File: config.mk
export PLATFORM = sky130hd
export DESIGN_NAME = ingress_frame_arbiter
export DESIGN_NICKNAME = d
export VERILOG_FILES = /design/src/rtl/ingress_frame_arbiter.sv
export SDC_FILE = /design/constraint.sdc
export NUM_CORES = 1
export LEC_CHECK = 0
export ABC_AREA = 1
export BUFFER_PORTS_ARGS = -buffer_cell sky130_fd_sc_hd__clkbuf_2
export CAP_MARGIN = 20
export CORE_ASPECT_RATIO = 0.6
export CORE_UTILIZATION = 43
export CTS_BUF_LIST = sky130_fd_sc_hd__clkbuf_2
export CTS_CLUSTER_DIAMETER = 100
export CTS_CLUSTER_SIZE = 14
export DETAILED_ROUTE_END_ITERATION = 8
export GPL_ROUTABILITY_DRIVEN = 0
export HOLD_SLACK_MARGIN = 0.15
export PLACE_DENSITY = 0.9
export SLEW_MARGIN = 40
export SYNTH_ARGS = -nofsm -noshare
export SYNTH_HDL_FRONTEND = slang
export SYNTH_SLANG_ARGS = --single-unit
File: constraint.sdc
create_clock -name clk -period 2 [get_ports clk]
set_clock_uncertainty 0.1 [all_clocks]
set_input_delay 0.2 -clock clk [delete_from_list [all_inputs] [get_ports clk]]
set_output_delay 0.2 -clock clk [all_outputs]
set_load 0.02 [all_outputs]
File: src/rtl/ingress_frame_arbiter.sv
// Frame-granular round-robin arbiter that shares one parser input between
// NUM_PORTS AXI-Stream ingress ports. A granted port keeps the parser until its
// tlast beat is accepted; m_tid tags the frame with its source port.
module ingress_frame_arbiter #(
  parameter int unsigned NUM_PORTS = 4,
  parameter int unsigned DATA_W    = 8,
  localparam int unsigned PW       = $clog2(NUM_PORTS)
) (
  input  logic                        clk,
  input  logic                        rst_n,
  input  logic [NUM_PORTS-1:0]        port_en,
  input  logic [NUM_PORTS*DATA_W-1:0] s_tdata,
  input  logic [NUM_PORTS-1:0]        s_tvalid,
  input  logic [NUM_PORTS-1:0]        s_tlast,
  output logic [NUM_PORTS-1:0]        s_tready,
  output logic [DATA_W-1:0]           m_tdata,
  output logic                        m_tvalid,
  output logic                        m_tlast,
  input  logic                        m_tready,
  output logic [PW-1:0]               m_tid,
  output logic [NUM_PORTS-1:0]        grant,
  output logic                        busy
);

  localparam logic [0:0] StIdle   = 1'b0;
  localparam logic [0:0] StStream = 1'b1;

  logic [0:0]           state_q, state_d;
  logic [NUM_PORTS-1:0] grant_q, grant_d;
  logic [PW-1:0]        tid_q, tid_d;
  logic [PW-1:0]        rr_ptr_q, rr_ptr_d;

  logic [NUM_PORTS-1:0] req;
  logic                 pick_found;
  logic [PW-1:0]        pick_idx;
  logic [PW:0]          cand;
  logic                 streaming;
  logic                 last_accept;

  assign streaming = (state_q == StStream);
  assign req       = s_tvalid & port_en;

  // Round-robin search: first requesting port at or above rr_ptr, wrapping at NUM_PORTS.
  always_comb begin
    pick_found = 1'b0;
    pick_idx   = '0;
    cand       = '0;
    for (int unsigned off = 0; off < NUM_PORTS; off++) begin
      cand = {1'b0, rr_ptr_q} + (PW+1)'(off);
      // Both operands are below NUM_PORTS, so one subtraction is a full modulo.
      if (cand >= (PW+1)'(NUM_PORTS)) begin
        cand = cand - (PW+1)'(NUM_PORTS);
      end
      if (!pick_found && req[cand[PW-1:0]]) begin
        pick_found = 1'b1;
        pick_idx   = cand[PW-1:0];
      end
    end
  end

  // Grant mux: pass the owning port straight through; idle drives nothing valid.
  always_comb begin
    m_tdata  = '0;
    m_tvalid = 1'b0;
    m_tlast  = 1'b0;
    s_tready = '0;
    if (streaming) begin
      for (int unsigned i = 0; i < NUM_PORTS; i++) begin
        if (tid_q == PW'(i)) begin
          m_tdata     = s_tdata[i*DATA_W +: DATA_W];
          m_tvalid    = s_tvalid[i];
          m_tlast     = s_tlast[i];
          s_tready[i] = m_tready;
        end
      end
    end
  end

  assign last_accept = m_tvalid & m_tready & m_tlast;

  // Next-state: grant in idle, release only on an accepted tlast beat.
  always_comb begin
    state_d  = state_q;
    grant_d  = grant_q;
    tid_d    = tid_q;
    rr_ptr_d = rr_ptr_q;
    case (state_q)
      StIdle: begin
        if (pick_found) begin
          state_d = StStream;
          grant_d = NUM_PORTS'(1) << pick_idx;
          tid_d   = pick_idx;
        end
      end
      StStream: begin
        if (last_accept) begin
          state_d  = StIdle;
          grant_d  = '0;
          rr_ptr_d = (tid_q == PW'(NUM_PORTS - 1)) ? '0 : tid_q + PW'(1);
        end
      end
      default: begin
        state_d = StIdle;
        grant_d = '0;
      end
    endcase
  end

  // State registers with synchronous active-low reset.
  always_ff @(posedge clk) begin
    if (!rst_n) begin
      state_q  <= StIdle;
      grant_q  <= '0;
      tid_q    <= '0;
      rr_ptr_q <= '0;
    end else begin
      state_q  <= state_d;
      grant_q  <= grant_d;
      tid_q    <= tid_d;
      rr_ptr_q <= rr_ptr_d;
    end
  end

  assign grant = grant_q;
  assign m_tid = tid_q;
  assign busy  = streaming;

endmodule

# Word level (Yosys, flattened, before mapping)
# Cells that the tools add are included.
[totals] wordCells=87 input_bits=47 reg_bits=9 output_inout_bits=21
[classes] muxes=47 n_shift=1 n_eq_ne=5 n_addsub=8 bitwise=4 reduce_logical=10 order_cmp=8
[op_table] op="$mux 8" n=5
[op_table] op="$mux 1" n=24
[op_table] op="$mux 2" n=9
[op_table] op="$lt 2x3->1 const B" n=4
[op_table] op="$mux 4" n=3
[op_table] op="$ge 3x3->1 const B" n=3
[op_table] op="$bmux 1 s2" n=4
[op_table] op="$pmux 4 s2" n=1
[op_table] op="$sub 2x1->2 const B" n=4
[op_table] op="$add 2x2->3 const B" n=2
[op_table] op="$reduce_and 2->1" n=3
[op_table] op="$and 4x4->4" n=1
[op_table] op="$eq 2x2->1 const B" n=2
[op_table] op="$shl 1x2->4 const A" n=1
[op_table] op="$add 2x1->3 const B" n=1
[op_table] op="$ge 2x3->1 const B" n=1
[op_table] op="$logic_and 1x1->1" n=3
[op_table] op="$logic_not 1->1" n=3
[op_table] op="$add 2x1->2 const B" n=1
[op_table] op="$and 1x1->1" n=2
[op_table] op="$eq 2x1->1 const B" n=1
[op_table] op="$logic_not 2->1" n=1
[op_table] op="$ne 2x1->1 const B" n=1
[op_table] op="$ne 2x2->1 const B" n=1
[op_table] op="2 further kinds" n=2

# Logic depth before layout (Yosys ltp)
[depth] depth_word=17 depth_mapped=13

# Worst setup path after synthesis
# OpenSTA, ideal clock, no wires.
[synth_path] path_type="reg-to-reg" from="reg tid_q[1] (netlist: m_tid[1])" to="reg rr_ptr_q[1]" t_required_ns=1.780 setup_ns=0.120 arrival_time_ns=1.878 n_path_buf=0 path_stages_with_launch=13 slack_ns=-0.098 cell_sequence="dfxtp_1 -> inv_1 -> ha_1 -> inv_1 -> nand2_1 -> inv_2 -> nand2_1 -> nand2_1 -> o21ai_0 -> a21oi_2 -> nand3_2 -> o21ai_0 -> a21oi_1"
[synth_between] elab_chain_cells=9
[synth_rtl] item="start: declaration" line="30" text="logic [PW-1:0] tid_q, tid_d;"
[synth_rtl] item="start signal: assignment" line="119" text="tid_q <= tid_d;"
[synth_rtl] item="$logic_not 2->1" line="69" text="if (tid_q == PW'(i)) begin"
[synth_rtl] item="$mux 1 (3 in a row)" line="69"
[synth_rtl] item="$mux 1 (*)" line="69"
[synth_rtl] item="$mux 1 (*)" line="67" text="if (streaming) begin"
[synth_rtl] item="via m_tvalid" line="17" text="output logic m_tvalid,"
[synth_rtl] item="$and 1x1->1 (*) (2 in a row)" line="79" text="assign last_accept = m_tvalid & m_tready & m_tlast;"
[synth_rtl] item="$reduce_and 2->1 (no line) (*)"
[synth_rtl] item="end signal: assignment" line="120" text="rr_ptr_q <= rr_ptr_d;"
[synth_rtl] item="end: declaration" line="31" text="logic [PW-1:0] rr_ptr_q, rr_ptr_d;"
# The timed path passes the listed nets; every way through them passes the cells marked *.
# A chain may end at the register's enable or synchronous reset.

# Worst setup path in the final report
[layout_path] from="reg tid_q[0] (netlist: m_tid[0])" to="out m_tdata[2]"
[layout_between] elab_chain_cells=6
[layout_rtl] item="$logic_not 2->1" line="69"
[layout_rtl] item="$mux 8 (3 in a row)" line="69"
[layout_rtl] item="$mux 8 (*)" line="69"
[layout_rtl] item="$mux 8 (*)" line="67"
[layout_rtl] item="end: declaration" line="16" text="output logic [DATA_W-1:0] m_tdata,"
# Mark *: on every way between the ends. The rest lies on a longest branch, timed or not.

==> flow_metrics.py <==
metrics = {
    "grt": {
        "antenna_found_initial": 0,
        "grt_overflow": 0,
        "grt.total_usage_pct": 29.9,
        "grt_max_degree": 13,
        "first_global_vias": 1297,
        "grt_first_pass_wirelength_mm": 5.82,
    },
    "die": {
        "die_area_sq_um": 2650,
        "die_w_um": 65.8,
        "io_pins": 68,
        "die_h_um": 40.3,
        "fp.coreArea_sq_um": 2230,
        "rows": 13,
        "initial_core_util_pct": 47.1,
    },
    "power_and_ir_drop": {
        "p_per_area_nw_per_um2": 678,
        "power_frac_comb_pct": 68.2,
        "power_frac_seq_pct": 20.3,
        "peakVddDrop_mv": 0.574,
        "p_total_mw": 1.12,
        "p_sw_mw": 0.552,
        "p_int_mw": 0.572,
        "leakagePower_nw": 0.854,
        "swShare_pct": 49.1,
        "clockPowerShare_pct": 11.5,
    },
    "detailed_routing": {
        "ant_nets": 0,
        "via_per_inst": 5.41,
        "wirelength_mm": 3.91,
        "vias": 1532,
        "firstDrtPassIters": 5,
        "wire_per_inst_um": 13.8,
        "drc": 0,
        "drt_iter0_markers": 96,
    },
    "run_status": {
        "status": "finished, violations left",
        "violations": "setup timing",
    },
    "logic_synthesis": {
        "synth_edf_count": 0,
        "syn_area_sq_um": 1050,
        "synthTopCellsByCount": "45 x nand2_1, 20 x o21ai_0, 18 x a21oi_1, 18 x nand3_1, 11 x inv_1",
        "synth_most_common_cell": "nand2_1",
        "avgSynthCellArea_sq_um": 6.03,
        "async_flop_share_pct": 0,
        "synth_ff_type": "dfxtp_1",
        "ys_types": 25,
        "yosys_warnings": 0,
        "synth.area.top_cells": "dfxtp_1 17%, nand2_1 16%, o21ai_0 9.5%",
        "synth.top_cell.area_share_pct": 17.2,
        "yosysTopAreaCell": "dfxtp_1",
        "synth_seq_cells": 9,
        "synthCells": 174,
        "ys_seq_area_share_pct": 17.2,
        "mappedNetlistNets": 225,
    },
    "cells_and_area": {
        "syn_to_final_growth_pct": 58.0,
        "drive_gt1_share_pct": 50.2,
        "num-fill-cells": 176,
        "nets": 305,
        "n_antenna_cell": 0,
        "fin_area_sq_um": 1660,
    },
    "place": {
        "dp_slack_ns": -0.0508,
        "portBuffers": 67,
        "place_area_sq_um": 1430,
        "dp_hpwl_mm": 2.73,
    },
    "sta": {
        "max_freq_mhz": 487,
        "holdWs_ns": 0.241,
        "post-route-period-util_pct": 103,
        "worstMarginPinSlew_ns": 0.245,
        "min_period_ns": 2.05,
        "max-slew-margin-rel_pct": 83.7,
        "finalWorstSetupSlack_ns": -0.0526,
        "setup_viol": 3,
        "drv_slew": 0,
        "hold_viol": 0,
        "rsz0062_at_grt": "yes",
    },
    "worst_hold_path": {
        "min_to": "rr_ptr_q[0]$_SDFFE_PN0P_",
        "hold_depth": 3,
        "min_path_type": "in -> reg",
        "min-delay-start": "m_tready",
    },
    "critical_path": {
        "crit_type": "reg -> out",
        "critPathRequiredTime_ns": 1.70,
        "r2r_slack_ns": 0.06,
        "r2r-start": "m_tid[0]$_SDFFE_PN0P_",
        "cp_max_fo": 5,
        "worst_setup_path_start_kind": "register",
        "critical_path_arrival_ns": 1.75,
        "r2r_end": "grant[1]$_SDFFE_PN0P_",
        "cp-end-kind": "output port",
        "r2r_cells": 11,
    },
    "run": {
        "drv_cap": 0,
    },
    "cts": {
        "insertion_delay_ns": 0.25,
        "clkSlewWorstSetupHoldPaths_ns": 0.11,
        "clkSinkCount": 9,
        "cts_buffers": 3,
        "clockBufferDepth": 2,
        "clock-root-buffer": "clkbuf_2",
        "tritoncts": "yes",
        "htree_levels": 1,
    },
}
-- area by class of cell --
type / count / area, sq um / area share (%)
inverters: 15 / 76.3 / 4.60
multi-input cells: 145 / 860 / 51.8
well taps: 30 / 37.5 / 2.26
repair inverters: 1 / 7.51 / 0.452
clock buffers: 4 / 20.0 / 1.21
repair buffers: 79 / 469 / 28.3
flip-flops and latches: 9 / 189 / 11.4
-- worst max-delay path, cell delays in order, from the launching register on --
cell and delay [ns]:
dfxtp_4 0.40, inv_4 0.05, ha_4 0.17, nand2_4 0.11
clkinvlp_4 0.18, a22oi_2 0.19, nand2_1 0.07, o21ai_1 0.09
a21oi_1 0.08, buf_4 0.15
-- worst max-delay path by stage --
stage	start	end
detailed placement	m_tid[1]$_SDFFE_PN0P_	rr_ptr_q[0]$_SDFFE_PN0P_
global placement	m_tid[1]$_SDFFE_PN0P_	rr_ptr_q[1]$_SDFFE_PN0P_
finish	m_tid[0]$_SDFFE_PN0P_	m_tdata[2]
floorplan	m_tid[1]$_SDFFE_PN0P_	rr_ptr_q[1]$_SDFFE_PN0P_
global route	m_tid[1]$_SDFFE_PN0P_	m_tdata[2]
CTS	m_tid[1]$_SDFFE_PN0P_	m_tlast
-- through the flow --
stage | TNS, ns | std cells | utilization (%)
global placement | 0 | 270 | 64.0
global route | -0.292 | 283 | 74.5
detailed placement | -0.0508 | 270 | 64.0
CTS | -0.0110 | 279 | 70.2
finish | -0.0644 | 283 | 74.5
floorplan | 0 | 174 | -
-- cells by family after synthesis --
kind of cell               share of synthesized area, %
and+or+nand+nor                                    43.0
AOI/OAI and AO/OA                                  26.2
adders and majority gates                          4.77
buffers and inverters                              8.82
DFF                                                17.2
-- cell usage in the layout (no fill, tap or decap), types with 4 or more instances in the layout --
| cell type | n |
|---|---|
| inv_1 | 5 |
| o21ai_1 | 7 |
| nand2_2 | 11 |
| nand2_4 | 4 |
| buf_4 | 13 |
| o21ai_0 | 13 |
| nand3_1 | 18 |
| dfxtp_1 | 6 |
| a21oi_1 | 18 |
| clkbuf_2 | 63 |
| nand2_1 | 43 |
| inv_4 | 5 |
| nor2_1 | 9 |
| inv_2 | 4 |
-- repair_timing --
action,in CTS,in global routing
cloned,1,0
setup endpoints to repair,9,16
setup buffers,3,4
hold buffers,1,0
hold endpoints to repair,3,0
pin swaps,6,9
resized for setup,22,33
-- flip-flops by register name (all words and copies together), names as in the netlist --
register	count
busy	1
grant	4
m_tid	2
rr_ptr_q	2
-- metal layers --
layer	routed length [um]	vias to the layer above	track usage, %
met5	0	-	0
met3	287	8	2.84
met2	1840	85	59.2
met1	1730	681	37.1
met4	61	0	3.80
li1	-	758	-
-- power groups by stage --
stage | clock network, mW | logic [mW] | registers, mW
2_1_floorplan | 0 | 0.368 | 0.247
3_3_place_gp | 0 | 0.555 | 0.228
3_5_place_dp | 0 | 0.570 | 0.230
4_1_cts | 0.122 | 0.667 | 0.223
5_1_grt | 0.131 | 0.829 | 0.231
6_report | 0.129 | 0.767 | 0.229
(Power assumes the default switching activity.)
